<file path="src/rtl/fifo_pop_skid_if.sv">
// rtl/fifo_pop_skid_if.sv - FIFO read side plus registered output stream for fifo_pop_skid
interface fifo_pop_skid_if #(
    parameter int WIDTH = 8
);
    logic             fifo_empty;
    logic [WIDTH-1:0] fifo_data;
    logic             fifo_pop;
    logic             m_valid;
    logic [WIDTH-1:0] m_data;
    logic             m_ready;

    // master: the drain stage (pops the FIFO, drives the output stream)
    modport master (
        input  fifo_empty,
        input  fifo_data,
        output fifo_pop,
        output m_valid,
        output m_data,
        input  m_ready
    );

    // slave: the FIFO plus the downstream consumer
    modport slave (
        output fifo_empty,
        output fifo_data,
        input  fifo_pop,
        input  m_valid,
        input  m_data,
        output m_ready
    );
endinterface

</file>
<file path="src/rtl/fifo_pop_skid.sv">
// rtl/fifo_pop_skid.sv - FIFO drain stage with a 2-entry skid buffer on a registered stream
module fifo_pop_skid #(
    parameter int WIDTH     = 8,
    parameter int CNT_WIDTH = 16
) (
    input  logic                 clk,
    input  logic                 rst,
    fifo_pop_skid_if.master      bus,
    output logic [1:0]           occupancy,
    output logic [CNT_WIDTH-1:0] delivered_cnt
);

    localparam logic [1:0] OCC_EMPTY = 2'd0;
    localparam logic [1:0] OCC_ONE   = 2'd1;
    localparam logic [1:0] OCC_TWO   = 2'd2;

    logic [WIDTH-1:0]     head;
    logic [WIDTH-1:0]     tail;
    logic [1:0]           occ;
    logic [CNT_WIDTH-1:0] cnt;
    logic                 in_fire;
    logic                 out_fire;

    // Pop depends only on registered fill level, so m_ready never reaches fifo_pop.
    assign in_fire  = !rst && !bus.fifo_empty && (occ != OCC_TWO);
    assign out_fire = (occ != OCC_EMPTY) && bus.m_ready;

    assign bus.fifo_pop  = in_fire;
    assign bus.m_valid   = (occ != OCC_EMPTY);
    assign bus.m_data    = head;
    assign occupancy     = occ;
    assign delivered_cnt = cnt;

    always_ff @(posedge clk) begin
        if (rst) begin
            head <= '0;
            tail <= '0;
            occ  <= OCC_EMPTY;
        end else begin
            case (occ)
                OCC_EMPTY: begin
                    if (in_fire) begin
                        head <= bus.fifo_data;
                        occ  <= OCC_ONE;
                    end
                end
                OCC_ONE: begin
                    case ({in_fire, out_fire})
                        2'b10: begin
                            tail <= bus.fifo_data;
                            occ  <= OCC_TWO;
                        end
                        2'b11: head <= bus.fifo_data;
                        2'b01: occ <= OCC_EMPTY;
                        default: ;
                    endcase
                end
                OCC_TWO: begin
                    // Tail slides forward; no pop is possible while full.
                    if (out_fire) begin
                        head <= tail;
                        occ  <= OCC_ONE;
                    end
                end
                default: occ <= OCC_EMPTY;
            endcase
        end
    end

    always_ff @(posedge clk) begin
        if (rst) begin
            cnt <= '0;
        end else if (out_fire) begin
            cnt <= cnt + 1'b1;
        end
    end

endmodule

</file>
<file path="src/flat_wrapper.sv">
// flat-port wrapper written by rule: the top's interface ports become plain ports
module fifo_pop_skid_flat 
#(
    parameter int WIDTH     = 8,
    parameter int CNT_WIDTH = 16
)
  (clk, rst, occupancy, delivered_cnt, bus_fifo_empty, bus_fifo_data, bus_fifo_pop, bus_m_valid, bus_m_data, bus_m_ready);
  fifo_pop_skid_if #(.WIDTH(WIDTH)) bus_i ();
  input  logic clk;
  input  logic rst;
  output logic [1:0] occupancy;
  output logic [CNT_WIDTH-1:0] delivered_cnt;
  input wire logic [$bits(bus_i.fifo_empty)-1:0] bus_fifo_empty;
  input wire logic [$bits(bus_i.fifo_data)-1:0] bus_fifo_data;
  output wire logic [$bits(bus_i.fifo_pop)-1:0] bus_fifo_pop;
  output wire logic [$bits(bus_i.m_valid)-1:0] bus_m_valid;
  output wire logic [$bits(bus_i.m_data)-1:0] bus_m_data;
  input wire logic [$bits(bus_i.m_ready)-1:0] bus_m_ready;
  assign bus_i.fifo_empty = bus_fifo_empty;
  assign bus_i.fifo_data = bus_fifo_data;
  assign bus_fifo_pop = bus_i.fifo_pop;
  assign bus_m_valid = bus_i.m_valid;
  assign bus_m_data = bus_i.m_data;
  assign bus_i.m_ready = bus_m_ready;
  fifo_pop_skid #(.WIDTH(WIDTH), .CNT_WIDTH(CNT_WIDTH)) u_core (.clk(clk), .rst(rst), .bus(bus_i), .occupancy(occupancy), .delivered_cnt(delivered_cnt));
endmodule
</file>
<file path="config.mk">
export PLATFORM = sky130hd
export DESIGN_NAME = fifo_pop_skid_flat
export DESIGN_NICKNAME = d
export VERILOG_FILES = /design/src/rtl/fifo_pop_skid_if.sv /design/src/rtl/fifo_pop_skid.sv /design/src/flat_wrapper.sv
export SDC_FILE = /design/constraint.sdc
export NUM_CORES = 1
export LEC_CHECK = 0
export ABC_AREA = 1
export CORE_AREA = 2 2 66 68
export DETAILED_ROUTE_END_ITERATION = 7
export DIE_AREA = 0 0 68 70
export PLACE_DENSITY = 0.69
export SLEW_MARGIN = 40
export SYNTH_ARGS = -nofsm -noshare
export SYNTH_HDL_FRONTEND = slang
export SYNTH_SLANG_ARGS = --single-unit
</file>
<file path="constraint.sdc">
create_clock -name clk -period 1.3 [get_ports clk]
set_input_delay 0.195 -clock clk [delete_from_list [all_inputs] [get_ports clk]]
set_output_delay 0.195 -clock clk [all_outputs]
set_load 0.03 [all_outputs]
</file>
---- Word level (Yosys, flattened, before mapping) ----
Index checks and enable logic that the tools add are counted.
cells by class
  $add $sub $neg .......................... 1
  equality and inequality tests ........... 10
  multiplexer cells ....................... 8
  reduce and logical (&&, ||, !) cells .... 11
operators by type and width
  kind                     number
  $mux W8                  3
  $pmux W8 S3              1
  $add A16 B1 Y16 const B  1
  $eq A2 B2 Y1 const B     3
  $pmux W2 S3              1
  $eq A2 B1 Y1 const B     2
  $mux W2                  2
  $ne A2 B1 Y1 const B     2
  $ne A2 B2 Y1 const B     2
  $pmux W2 S2              1
  $reduce_and A4 Y1        1
  $logic_and A1 B1 Y1      3
  $ne A3 B1 Y1 const B     1
  $reduce_and A3 Y1        1
  $reduce_bool A3 Y1       1
  $logic_not A1 Y1         2
  $logic_not A2 Y1         1
  $reduce_and A2 Y1        1
  $reduce_bool A2 Y1       1
storage, ports and cells
  register bits after elaboration ......... 34
  input bits .............................. 12
  output and inout bits ................... 28
  logic and storage cells ................. 34

---- Logic depth before layout (Yosys ltp) ----
Gate-level depths: netlist (run 1).
  depth in word-level cells ............... 6
  gate-level depth with buffers ........... 9
  mapped depth without buffers ............ 9

---- Worst setup path after synthesis (run 1) ----
No wires, ideal clock.
  kind .................................... reg-to-reg
  start point ............................. register u_core.cnt[0] (netlist: u_core.delivered_cnt[0])
  end point ............................... register u_core.cnt[14] (netlist: u_core.delivered_cnt[14])
  setup time .............................. 0.116 ns
  data arrival time ....................... 1.458 ns
  required time ........................... 1.184 ns
  setup slack ............................. -0.274 ns
  stages on the path, launching flop included .. 9
  buffers on the path ..................... 0
  period minus slack after synthesis ...... 1.574 ns
  cell sequence ........................... dfxtp_1 > ha_1 > nand3_1 > nor2_1 > nand3_1 > nor2_2 > nand3_1 > nand2_1 > nor2_1
between the ends
  cells in the longest elaborated chain, start to end .. 1
ends and longest elaborated chain
  item                      line                 text
  start: declaration        fifo_pop_skid.sv:20  logic [CNT_WIDTH-1:0] cnt;
  start signal: assignment  fifo_pop_skid.sv:74  cnt <= cnt + 1'b1;
  $add A16 B1 Y16           fifo_pop_skid.sv:74
Every way passes these cells.
A chain may end at the register's enable or synchronous reset.

---- Final worst setup path (run 1) ----
  start point ............................. register u_core.cnt[2] (netlist: u_core.delivered_cnt[2])
  end point ............................... register u_core.cnt[7] (netlist: u_core.delivered_cnt[7])
The elaborated chain is that of the path after synthesis.

==> reports/qor.yml, run 1 <==
fmax_ghz: 0.7395
grt_first_pass_wirelength_mm: 6.417
start_util_pct: 38.07
place_congestion: 0.7822
syn_area_per_cell_um2: 6.950
synth_cell_types: 23
cts_tree: "yes"
fp.dieH_um: 70
cts-root-buf: "clkbuf_8"
finClkSkew_ns: 0.008184
syn2layout_area_growth_pct: 62.81
synthCells: 227
power_switching_uw: 677.8
startpoint_type: "register"
violations: "setup timing"
synth_area_leader_cell: "dfxtp_1"
drtIter0Drc: 64
seqPwrFrac_pct: 47.8
place_area_um2: 2195
design_area_um2: 2569
p_comb_share_pct: 20.8
wl_mm: 4.059
clockBufferDepth: 2
grt_setup_unrepaired: "yes"
fin_crit_sh_pct: 104.0
power.density_nw_per_um2: 909.0
syn_nets: 240
chipWidth_um: 68
syn_area_um2: 1578
clk_pin_slew_ns: 0.06
synth_seq_area_share_pct: 43.14
worstSetupEndpointType: "register"
ys_warn_count: 0
hold_slack_ns: 0.4686
antenna_found_initial: 0
route.detailed.wl_per_inst_um: 11.50
p_sw_share_pct: 29.03
vdd_drop_max_mv: 0.7148
track_usage_pct: 17.03
drive_above_1_share_pct: 35.88
tightest_slew_ns: 0.3093
synth_area_leaders: "dfxtp_1 43%, nand2_1 13%, nor2_1 7.6%"
grt_max_degree: 23
clkLatencyLatePin_ns: 0.28
hpwlAfterDp_mm: 2.535
setup_viol: 6
htreeDepth: 2
cp.arrival_ns: 1.52
diodes: 0
layout_common_cells: "49 x nand2_1, 34 x buf_4, 25 x dfxtp_1"
crit_fanout: 8
grt_pass1_vias: 1540
dieArea_um2: 4760
drc: 0
synth_top_area_share_pct: 43.14
num_vias: 1714
io_buffer_count: 39
via_per_inst: 4.856
first_pass_iters: 4
nets: 313
report.final.slew_viol_count: 0
status: "finished, violations left"
worstPathRequired_ns: 1.47
hp-class: "reg2reg"
cap_violations: 0
fin_tns_setup_ns: -0.1876
overflow: 0
power_mw: 2.335
ys_seq_elements: 34
core_um2: 4144
cts_num_sinks: 34
ant_nets: 0
critical_path_class: "reg2reg"
leakage_nw: 1.115
period_minus_slack_ns: 1.352
layout_commonest_cell: "nand2_1"
cts.hold.buffers_added: 0
p_int_mw: 1.657
cts-buffers-inserted: 5
fin_ws_ns: -0.05222
io_pins: 40
rows: 24
maxSlewHeadroom_pct: 79.46
hold_viol: 0
p_clk_share_pct: 31.4
==> area by class of cell <==
cell class,count,area (um2)
repair buffers,70,596.8
clock buffers,8,80.08
flip-flops and latches,34,701.9
inverters,24,110.1
fillers,359,1575
multi-input cells,165,1015
well taps,52,65.06
==> power by group through the flow <==
| stage | registers, mW | clock network (mW) | logic, mW |
|---|---|---|---|
| after floorplan | 1.20 | 0 | 0.160 |
| after global placement | 1.13 | 0 | 0.395 |
| after detailed placement | 1.13 | 0 | 0.399 |
| after CTS | 1.11 | 0.761 | 0.388 |
| after global routing | 1.12 | 0.790 | 0.524 |
| final | 1.12 | 0.734 | 0.485 |
==> Yosys cell counts <==
| library cell | instances |
|---|---|
| a211oi_1 | 1 |
| buf_4 | 2 |
| o21ai_1 | 1 |
| nand2_1 | 56 |
| inv_1 | 21 |
| dfxtp_1 | 34 |
| nand2_4 | 1 |
| nor2_4 | 1 |
| nor2_1 | 32 |
| nand4_1 | 3 |
| a21oi_1 | 21 |
| nor2_2 | 5 |
| o21ai_0 | 14 |
| nor3_1 | 3 |
| inv_2 | 2 |
| nand3_1 | 19 |
| nand3_2 | 1 |
| clkinv_4 | 1 |
| nand2_2 | 1 |
| nand3_4 | 2 |
| clkbuf_1 | 4 |
| ha_1 | 1 |
| o21a_1 | 1 |
==> cell families (layout without fill, tap and decap cells) <==
group | after synthesis | count (layout) | share of synthesized area [%]
flops | 34 | 34 | 43.14
compound gates | 38 | 38 | 12.37
buf+inv | 30 | 102 | 7.930
fa+ha+maj | 1 | 1 | 0.7929
simple gates | 124 | 126 | 35.77
==> per-stage QoR <==
stage	worst slack, ns	cells	util, %
after floorplan	-0.01935	227	-
after global placement	-0.2388	333	52.96
after detailed placement	-0.2689	333	52.96
after CTS	-0.001668	342	54.71
after global routing	-0.1203	353	61.99
final	-0.05222	353	61.99
==> per-layer routing <==
layer | up-vias | share of wire [%] | GRT usage [%]
met1 | 778 | 42 | 21.26
met5 | - | 0 | 0
met4 | 0 | 1.4 | 5.778
met2 | 47 | 51 | 28.16
met3 | 7 | 5.3 | 4.026
li1 | 882 | - | -
==> state kept, by name (all words and copies together) (netlist names) <==
register              count
u_core.bus.m_data         8
u_core.delivered_cnt     16
u_core.occupancy          2
u_core.tail               8
==> critical path: stages (launching register included) <==
cell and delay (ns):
dfxtp_2 0.37, inv_1 0.10, nor2_4 0.16, nand3_4 0.10
nor2_4 0.25, buf_6 0.14, a21oi_2 0.04, o21a_1 0.09
==> path summary, 6_finish.rpt <==
kind / to / depth (start not counted) / start / slack (ns)
setup reg to reg: u_core.delivered_cnt[7] / 7 / u_core.delivered_cnt[2] / -0.05
setup / recovery: u_core.delivered_cnt[7] / 7 / u_core.delivered_cnt[2] / -0.05
hold reg to reg: u_core.tail[6] / 2 / u_core.tail[6] / 0.47
hold / removal: u_core.tail[6] / 2 / u_core.tail[6] / 0.47
==> repair_timing <==
action,4_1_cts,5_1_grt
cloned,0,2
gates resized for setup,25,67
endpoints found under the setup margin,25,27
buffers inserted,2,9
pin swaps,0,26
Note: power is estimated with default switching activity, not from simulation.
==> run 2: changes to the inputs <==
GPL_ROUTABILITY_DRIVEN = 0   (was not set)
==> results of run 2 <==
Final layout, timing and power as in run 1 (identical DEF).
